### config.mk
export PLATFORM = sky130hd
export DESIGN_NAME = alu_muldiv_seq
export DESIGN_NICKNAME = d
export VERILOG_FILES = /design/src/rtl/alu_pkg.sv /design/src/rtl/alu_muldiv_step.sv /design/src/rtl/alu_muldiv_seq.sv
export SDC_FILE = /design/constraint.sdc
export NUM_CORES = 1
export LEC_CHECK = 0
export ABC_AREA = 0
export CORE_MARGIN = 2
export CORE_UTILIZATION = 33
export DETAILED_ROUTE_END_ITERATION = 10
export PLACE_DENSITY_LB_ADDON = 0.3
export SETUP_SLACK_MARGIN = 0.05
export SLEW_MARGIN = 20
export SYNTH_ARGS = -nofsm -noshare
export SYNTH_HDL_FRONTEND = slang
export SYNTH_SLANG_ARGS = --single-unit
### constraint.sdc
create_clock -name clk -period 6.22 [get_ports clk]
set_input_delay 1.555 -clock clk [delete_from_list [all_inputs] [get_ports clk]]
set_output_delay 1.555 -clock clk [all_outputs]
set_load 0.01 [all_outputs]
### src/rtl/alu_pkg.sv
// Shared ALU definitions: op codes, sequencer state encoding and datapath width.
package alu_pkg;

  localparam int ALU_WIDTH = 8;

  localparam logic OP_MUL = 1'b0;
  localparam logic OP_DIV = 1'b1;

  typedef enum logic [1:0] {
    ST_IDLE = 2'd0,
    ST_RUN  = 2'd1,
    ST_DONE = 2'd2
  } state_e;

endpackage

### src/rtl/alu_muldiv_step.sv
// One combinational iteration of shift-add multiply or restoring divide.
module alu_muldiv_step
  import alu_pkg::*;
#(
  parameter int WIDTH = ALU_WIDTH
) (
  input  logic             op,
  input  logic [WIDTH-1:0] acc_hi,
  input  logic [WIDTH-1:0] acc_lo,
  input  logic [WIDTH-1:0] operand_b,
  output logic [WIDTH-1:0] acc_hi_next,
  output logic [WIDTH-1:0] acc_lo_next
);

  logic [WIDTH:0] sum;
  logic [WIDTH:0] shifted;

  always_comb begin
    // Multiply keeps the carry out of acc_hi so it shifts back into the top bit.
    sum     = {1'b0, acc_hi} + (acc_lo[0] ? {1'b0, operand_b} : '0);
    shifted = {acc_hi, acc_lo[WIDTH-1]};
    if (op == OP_MUL) begin
      acc_hi_next = sum[WIDTH:1];
      acc_lo_next = {sum[0], acc_lo[WIDTH-1:1]};
    end else if (shifted >= {1'b0, operand_b}) begin
      acc_hi_next = WIDTH'(shifted - {1'b0, operand_b});
      acc_lo_next = {acc_lo[WIDTH-2:0], 1'b1};
    end else begin
      acc_hi_next = shifted[WIDTH-1:0];
      acc_lo_next = {acc_lo[WIDTH-2:0], 1'b0};
    end
  end

endmodule

### src/rtl/alu_muldiv_seq.sv
// Multi-cycle MUL/DIV sequencer with start/done handshake; results held until the next op.
module alu_muldiv_seq
  import alu_pkg::*;
#(
  parameter int WIDTH = ALU_WIDTH,
  parameter int CNT_W = 4
) (
  input  logic             clk,
  input  logic             rst_n,
  input  logic             start,
  input  logic             op,
  input  logic [WIDTH-1:0] a,
  input  logic [WIDTH-1:0] b,
  output logic             busy,
  output logic             done,
  output logic [WIDTH-1:0] result_hi,
  output logic [WIDTH-1:0] result_lo,
  output logic             div_by_zero
);

  state_e           state_q, state_d;
  logic [CNT_W-1:0] cnt_q, cnt_d;
  logic             op_q, op_d;
  logic             dbz_pend_q, dbz_pend_d;
  logic [WIDTH-1:0] opb_q, opb_d;
  logic [WIDTH-1:0] acc_hi_q, acc_hi_d;
  logic [WIDTH-1:0] acc_lo_q, acc_lo_d;
  logic [WIDTH-1:0] res_hi_q, res_hi_d;
  logic [WIDTH-1:0] res_lo_q, res_lo_d;
  logic             dbz_q, dbz_d;
  logic [WIDTH-1:0] step_hi, step_lo;

  // Multiplication is commutative, so a sits in acc_lo for both ops and b is the step operand.
  alu_muldiv_step #(.WIDTH(WIDTH)) u_step (
    .op          (op_q),
    .acc_hi      (acc_hi_q),
    .acc_lo      (acc_lo_q),
    .operand_b   (opb_q),
    .acc_hi_next (step_hi),
    .acc_lo_next (step_lo)
  );

  always_comb begin
    state_d    = state_q;
    cnt_d      = cnt_q;
    op_d       = op_q;
    dbz_pend_d = dbz_pend_q;
    opb_d      = opb_q;
    acc_hi_d   = acc_hi_q;
    acc_lo_d   = acc_lo_q;
    res_hi_d   = res_hi_q;
    res_lo_d   = res_lo_q;
    dbz_d      = dbz_q;
    unique case (state_q)
      ST_IDLE: begin
        if (start) begin
          op_d     = op;
          opb_d    = b;
          acc_hi_d = '0;
          acc_lo_d = a;
          state_d  = ST_RUN;
          // A zero divisor spends a single RUN cycle so done lands after the first edge.
          if (op == OP_DIV && b == '0) begin
            dbz_pend_d = 1'b1;
            cnt_d      = CNT_W'(1);
          end else begin
            dbz_pend_d = 1'b0;
            cnt_d      = CNT_W'(WIDTH);
          end
        end
      end
      ST_RUN: begin
        acc_hi_d = step_hi;
        acc_lo_d = step_lo;
        cnt_d    = cnt_q - CNT_W'(1);
        if (cnt_q == CNT_W'(1)) begin
          state_d = ST_DONE;
          if (dbz_pend_q) begin
            res_hi_d = acc_lo_q;
            res_lo_d = '1;
            dbz_d    = 1'b1;
          end else begin
            res_hi_d = step_hi;
            res_lo_d = step_lo;
            dbz_d    = 1'b0;
          end
        end
      end
      ST_DONE: state_d = ST_IDLE;
      default: state_d = ST_IDLE;
    endcase
  end

  always_ff @(posedge clk or negedge rst_n) begin
    if (!rst_n) begin
      state_q    <= ST_IDLE;
      cnt_q      <= '0;
      op_q       <= 1'b0;
      dbz_pend_q <= 1'b0;
      opb_q      <= '0;
      acc_hi_q   <= '0;
      acc_lo_q   <= '0;
      res_hi_q   <= '0;
      res_lo_q   <= '0;
      dbz_q      <= 1'b0;
    end else begin
      state_q    <= state_d;
      cnt_q      <= cnt_d;
      op_q       <= op_d;
      dbz_pend_q <= dbz_pend_d;
      opb_q      <= opb_d;
      acc_hi_q   <= acc_hi_d;
      acc_lo_q   <= acc_lo_d;
      res_hi_q   <= res_hi_d;
      res_lo_q   <= res_lo_d;
      dbz_q      <= dbz_d;
    end
  end

  assign busy        = (state_q != ST_IDLE);
  assign done        = (state_q == ST_DONE);
  assign result_hi   = res_hi_q;
  assign result_lo   = res_lo_q;
  assign div_by_zero = dbz_q;

endmodule

; ---- Word-level counts from Yosys, hierarchy flattened
; Cells that the tools add are included.
[word_totals]
output_inout_bits = 19
input_bits = 20
word_cells = 47
ff_bits = 49
[classes]
n_addsub = 3
n_eq_ne = 5
reduce_logical = 9
magnitude_cmp = 1
n_mux = 19
[ops]
columns = op, count
row1 = 8-bit two-way mux, 8
row2 = 8-bit one-hot mux with 2 select lines, 2
row3 = 8-bit by 8-bit adder with 9-bit output, 1
row4 = 9-bit by 8-bit greater-or-equal comparator with 1-bit output, 1
row5 = 8-bit zero test, 1
row6 = 4-bit two-way mux, 2
row7 = 4-bit one-hot mux with 2 select lines, 1
row8 = 2-bit AND reduction, 4
row9 = 8-bit subtractor, 1
row10 = "4-bit by 1-bit == test with 1-bit output, second input constant", 1
row11 = 2-bit two-way mux, 2
row12 = "2-bit inequality test, second input constant", 2
row13 = 2-bit one-hot mux with 2 select lines, 1
row14 = 2-bit nonzero test, 2
row15 = "4-bit by 1-bit subtractor with 4-bit output, second input constant", 1
row16 = 1-bit two-way mux, 3
row17 = "2-bit by 1-bit == test with 1-bit output, second input constant", 1
row18 = "2-bit == test, second input constant", 1
row19 = 2-bit zero test, 1
row20 = 1-bit logical AND, 1

; ---- Depth between registers and ports, before layout
; Gate-level depths: netlist of run 1.
[depth]
ltp_word = 5
ltp_mapped = 12
ltp_nobuf = 11

; ---- Cells and area by module
; A second synthesis of run 1 with hierarchy kept.
[hier_totals]
cells_unflattened = 355
area_unflattened_um2 = 3134.3
[modules_own_cells]
columns = module, n_inst, seq_area_each_um2, area_each_um2, cells_per_inst
row1 = alu_muldiv_seq, 1, 1226.2, 2178.3, 223
row2 = alu_muldiv_step, 1, 0.0, 955.9, 132

; ---- Worst setup path before layout of run 1
; Ideal clock, no wire load.
[synth_timing]
kind = input to register
startpoint = input start
endpoint = register acc_lo_q[1]
required_ns = 6.094
cell_stages = 4
path_buffers = 1
path_slack_ns = 3.680
setup_ns = 0.126
arrival_time_ns = 2.414
cell_sequence = and2_1 > clkbuf_1 > nor2_1 > a221o_1
[synth_via]
elab_chain_len = 2
[synth_lines]
columns = item, line
row1 = from (decl), alu_muldiv_seq.sv:10  ; input logic start,
row2 = 2-bit inequality test (no line), n/a
row3 = 2-bit AND reduction (no line), n/a
row4 = to (signal assigned), alu_muldiv_seq.sv:113  ; acc_lo_q <= acc_lo_d;
row5 = to (decl), alu_muldiv_seq.sv:27  ; logic [WIDTH-1:0] acc_lo_q, acc_lo_d;
; Every way passes these cells.
; A chain may end at the register's enable or synchronous reset.

; ---- Final worst setup path of run 1
[layout_timing]
startpoint = input start
endpoint = register acc_lo_q[4]
; Same word-level chain as after synthesis.

==> results of run 1 <==
## per-layer routing
metal | up-vias | global-route usage, % | share of wire, %
met4 | 0 | 6.322 | 1.7
met3 | 10 | 3.233 | 4.4
met2 | 68 | 25.47 | 45
met1 | 1245 | 23.56 | 49
met5 | - | 0 | 0
li1 | 1259 | - | -
## worst reg2reg max path, stage by stage, from the launching register on
cell      delay, ns
dfrtp_1        0.64
and2_1         0.20
ha_1           0.16
inv_1          0.05
fa_1           0.38
nor2b_1        0.23
o31a_1         0.21
o21ai_0        0.11
nor2b_1        0.16
xnor2_1        0.16
a221oi_1       0.29
a21oi_1        0.11
## synthesized netlist by cell type (all sizes together), types with 2 or more instances
master and instances:
a211oi 3, a21o 3, a21oi 19, a221o 7
a22oi 2, a31oi 11, and2 9, and3 4
buf 2, clkbuf 14, dfrtp 49, fa 2
ha 18, inv 21, mux2 3, mux2i 8
nand2 30, nand2b 2, nand3 10, nor2 30
nor2b 8, nor3 3, nor4 3, o2111ai 2
o211ai 4, o21a 4, o21ai 29, o22ai 2
o31ai 4, o41ai 2, or3 2, xnor2 7
xor2 2
## kinds of logic after synthesis
family          synth area share, %
xor+xnor                      2.620
simple gates                  16.63
mux                           3.908
flops                         40.75
compound gates                22.25
buf+inv                       5.031
fa+ha+maj                     8.815
## cell type report
class	instances	area (µm²)
Clock inverter	3	26.28
Inverter	22	82.58
Sequential cell	49	1226
Tap cell	108	135.1
Clock buffer	5	68.82
Fill cell	881	5210
Timing Repair Buffer	39	382.9
Multi-Input combinational cell	247	1632
## worst min path at each step
stage / start / to / slack, ns
CTS: div_by_zero / div_by_zero / 0.50
floorplan: cnt_q[3] / cnt_q[3] / 0.47
detailed placement: div_by_zero / div_by_zero / 0.48
global route: cnt_q[3] / cnt_q[3] / 0.52
finish: div_by_zero / div_by_zero / 0.49
global placement: div_by_zero / div_by_zero / 0.46
## flip-flops by register name, summed over array words and instances (netlist names)
| name | count |
|---|---|
| opb_q | 8 |
| dbz_pend_q | 1 |
| acc_hi_q | 8 |
| div_by_zero | 1 |
| acc_lo_q | 8 |
| result_lo | 8 |
| state_q | 2 |
| cnt_q | 4 |
| result_hi | 8 |
| op_q | 1 |
## power by group through the flow
stage                     Combinational (mW)  Clock (mW)  Sequential [mW]
after floorplan                         1.06           0            0.589
after global placement                  1.37           0            0.639
after detailed placement                1.40           0            0.643
after CTS                               1.40       0.212            0.637
after global routing                    1.56       0.222            0.661
final                                   1.40       0.204            0.637
==> flow_summary.yaml, run 1 <==
outcome:
  status: "complete, no violations"
pwr:
  p_switching_mw: 1.044
  power_mw: 2.246
  pwr-share-clk_pct: 9.1
  p_leak_nw: 1.514
  max-vdd-ir-drop_mv: 0.1770
  p_int_mw: 1.202
  seq_power_share_pct: 28.4
  power.density_nw_per_um2: 631.9
  pwr-share-comb_pct: 62.5
  power_switching_share_pct: 46.48
die:
  die_h_um: 99.49
  start_util_pct: 34.34
  rows: 34
  die_area_um2: 9898
  core_area_um2: 8763
  boundaryPins: 39
  die_x_um: 99.49
critical_path:
  required_ns: 6.41
  crit_path_top_delay_cell: "and2_1"
  reg2regPathDepth: 11
  endpoint: "acc_lo_q[4]"
  path_delay_family: "simple AND/OR/NAND/NOR gates"
  cp.depth: 4
  r2r-end: "result_hi[5]"
  path_class: "primary input to register"
  cp-startpoint: "start"
  crit_chain: "clkdlybuf4s50_1 > and2_1 > nor2_1 > a221o_1"
  path_buf_inv: 1
  crit_fanout: 29
  slowest_delay_ns: 0.76
  rrSetupSlack_ns: 3.43
  r2r_start: "acc_lo_q[0]"
  critPathArrivalTime_ns: 3.54
  cp-start-kind: "primary input"
  critPathCaptureType: "register"
timing:
  min_period_ns: 3.345
  setup_ws_ns: 2.875
  finalSetupViolCount: 0
  relSlewSlack_pct: 36.43
  hold_viol: 0
  worst_slew_pin_slew_ns: 0.9536
  grt_setup_unrepaired: "no"
  fin_tns_setup_ns: 0
  timing.hold.ws_ns: 0.4889
  fin_skew_ns: 0.01244
  drv_slew: 0
  max_freq_ghz: 0.2989
  min_period_over_period_pct: 53.79
route:
  route.detailed.drc: 0
  wl_per_cell_um: 16.80
  first_pass_iters: 5
  vias_per_cell: 5.459
  vias: 2582
  ant_nets: 0
  routed_wl_um: 7945
  drtIter0Drc: 147
global_route:
  first_global_vias: 2501
  track_usage_pct: 16.71
  grt_pass1_wl_um: 12970
  grt_antenna_before_repair: 0
  grt_max_degree: 50
  grt_overflow: 0
logic_synthesis:
  synth_cell_types: 55
  synth.area.top_cells: "dfrtp_1, ha_1, o21ai_0, nand2_1, nor2_1"
  ys_warn_count: 0
  synthCells: 334
  synth_top_area_share_pct: 40.75
  synth_fp_nets: 374
  ys_seq_area_share_pct: 40.75
  synth_top_area_cell: "dfrtp_1"
  synth_area_per_cell_um2: 9.009
  postSynth.asyncResetShare_pct: 100.0
  yosys_register_bits: 49
  synth_ff_type: "dfrtp_1"
  synth-edff-count: 0
  synth_area_um2: 3009
clocking:
  clock_latency_ns: 0.31
  h-tree-depth: 2
  cts_resized: 0
  ctsLongestPathBuffers: 2
  postCtsSetupRepairBufs: 0
  numCtsBuffers: 5
  clockRootBuffer: "clkbuf_8"
  clkTransAtPathRegs_ns: 0.09
  cts_tree: "yes"
  clock_sinks: 49
  hold_buffers: 0
placed_design:
  numPlacedInstances: 465
  place_congestion: 0.8557
  io_buffers: 38
  place_area_um2: 3458
  dp_hpwl_um: 5829
  place_ws_ns: 2.490
final_layout:
  utilization_pct: 40.55
  mostFrequentLayoutCells: "dfrtp_1, clkdlybuf4s50_1, nand2_1, nor2_1, o21ai_0"
  nets: 404
  final_area_um2: 3553
  final_cells: 473
  diodes: 0
  layout-drive-gt1-share_pct: 5.205
  final_common_cell: "dfrtp_1"
  syn2layout_area_growth_pct: 18.09
worst_hold_path:
  min_path_type: "register to register"
  whs_path_depth: 2
job:
  max-cap-violations: 0
No activity file was read; power rests on OpenSTA's default activity.
==> inputs of run 2 (changes only) <==
==> constraint.sdc (replaced) <==
create_clock -name clk -period 3.35 [get_ports clk]
set_input_delay 0.8375 -clock clk [delete_from_list [all_inputs] [get_ports clk]]
set_output_delay 0.8375 -clock clk [all_outputs]
set_load 0.01 [all_outputs]
==> run 2 against run 1 <==
Net effect: combinational power is 94% higher; sequential power is 79% higher; via count is 1.7% higher; power is 92% higher; count of clock-buffer cells in the layout is 1 higher; utilization is 1.1 points higher; clock skew is 0.0013 ns lower; clock power is 130% higher; first-iteration DRC count is 12% higher; cell count is 1.9% higher; critical path depth is 7 higher; wire length is 2.9% higher.
==> flow_summary.yaml, run 2 (same netlist as run 1, synthesis figures left out) <==
outcome:
  status: "complete, no violations"
route:
  wl_per_cell_um: 16.96
  drtIter0Drc: 164
  routed_wl_um: 8175
  first_pass_iters: 4
  ant_nets: 0
  route.detailed.drc: 0
  vias_per_cell: 5.450
  vias: 2627
job:
  max-cap-violations: 0
critical_path:
  cp-startpoint: "acc_lo_q[0]"
  critPathArrivalTime_ns: 2.83
  slowest_delay_ns: 0.57
  cp.depth: 11
  path_delay_family: "compound AO/OA/AOI/OAI gates"
  cp-start-kind: "register"
  crit_path_top_delay_cell: "dfrtp_1"
  rrSetupSlack_ns: 0.72
  r2r-end: "result_hi[5]"
  path_buf_inv: 1
  critPathCaptureType: "register"
  endpoint: "result_hi[5]"
  crit_fanout: 11
  path_class: "register to register"
  crit_chain: "and2_1 > ha_1 > inv_1 > fa_1 > nor2b_1 > o31a_1 > o21ai_0 > nor2b_1 > xnor2_1 > a221oi_1 > a21oi_1"
  r2r_start: "acc_lo_q[0]"
  reg2regPathDepth: 11
  required_ns: 3.55
  path_common_cell: "nor2b_1"
final_layout:
  final_common_cell: "dfrtp_1"
  nets: 413
  syn2layout_area_growth_pct: 21.16
  final_area_um2: 3646
  mostFrequentLayoutCells: "dfrtp_1, clkdlybuf4s50_1, nand2_1, nor2_1, o21ai_0"
  layout-drive-gt1-share_pct: 7.487
  diodes: 0
global_route:
  grt_max_degree: 29
  first_global_vias: 2635
  grt_pass1_wl_um: 13430
  grt_overflow: 0
  track_usage_pct: 17.20
  grt_antenna_before_repair: 0
pwr:
  power_mw: 4.317
  power.density_nw_per_um2: 1184
  p_leak_nw: 1.572
  max-vdd-ir-drop_mv: 0.3938
clocking:
  cts_resized: 0
  h-tree-depth: 2
  clock_latency_ns: 0.31
  clkTransAtPathRegs_ns: 0.10
  hold_buffers: 0
  postCtsSetupRepairBufs: 0
  clockRootBuffer: "clkbuf_8"
  cts_tree: "yes"
  numCtsBuffers: 5
  ctsLongestPathBuffers: 2
  clock_sinks: 49
timing:
  max_freq_ghz: 0.3803
  fin_tns_setup_ns: 0
  drv_slew: 0
  worst_slew_pin_slew_ns: 0.7581
  min_period_ns: 2.629
  finalSetupViolCount: 0
  fin_skew_ns: 0.01110
  relSlewSlack_pct: 49.28
  hold_viol: 0
  grt_setup_unrepaired: "no"
  min_period_over_period_pct: 78.49
placed_design:
  place_area_um2: 3526
  dp_hpwl_um: 6016
  io_buffers: 38
  place_congestion: 0.9242
die:
  die_x_um: 99.49
  die_area_um2: 9898
  core_area_um2: 8763
  start_util_pct: 34.34
  rows: 34
  boundaryPins: 39
  die_h_um: 99.49
worst_hold_path:
  min_path_type: "primary input to asynchronous set/reset pin"
[run 2: power by group]
part | switching [mW] | internal, mW
clock | 0.222 | 0.243
sequential | 0.262 | 0.878
combinational | 1.46 | 1.25
total | 1.95 | 2.37
[run 2: how the worst min path moves through the flow]
stage,startpoint,end,slack (ns),cells past startpoint
2_1_floorplan,cnt_q[3],cnt_q[3],0.47,1
3_3_place_gp,div_by_zero,div_by_zero,0.46,2
3_5_place_dp,result_hi[3],result_hi[3],0.48,2
4_1_cts,rst_n,result_hi[4],0.50,1
5_1_grt,rst_n,op_q,0.52,1
6_report,rst_n,result_hi[4],0.48,1
[run 2: metrics by stage]
step / setup slack, ns / cells / util, % / hold slack [ns]
6_report: 0.7207 / 482 / 41.60 / 0.4845
5_1_grt: 0.5514 / 482 / 41.60 / 0.5180
4_1_cts: 0.7428 / 482 / 41.60 / 0.4957
3_3_place_gp: 0.8490 / 474 / 40.23 / 0.4618
2_1_floorplan: 0.9938 / 334 / - / 0.4654
3_5_place_dp: 0.7673 / 474 / 40.23 / 0.4770
[run 2: cell type report]
class	count	area, µm²
clock buffers	6	82.58
clock inverters	2	37.54
fillers	892	5117
inverters	22	82.58
multi-input cells	247	1632
flip-flops and latches	49	1226
well taps	108	135.1
repair buffers	48	450.4
[run 2: routing by layer]
metal / GRT usage, % / vias up / share of wire, %
met5: 0 / - / 0
met4: 5.901 / 0 / 2.3
met3: 2.460 / 13 / 4.8
met2: 27.60 / 75 / 46
met1: 23.86 / 1263 / 47
li1: - / 1276 / -
[run 2: worst register-to-register path, cell delays in order, from the launching register on]
cell	delay (ns)
dfrtp_1	0.57
and2_1	0.19
ha_1	0.16
inv_1	0.06
fa_1	0.37
nor2b_1	0.21
o31a_1	0.19
o21ai_0	0.10
nor2b_1	0.15
xnor2_1	0.14
a221oi_1	0.29
a21oi_1	0.10
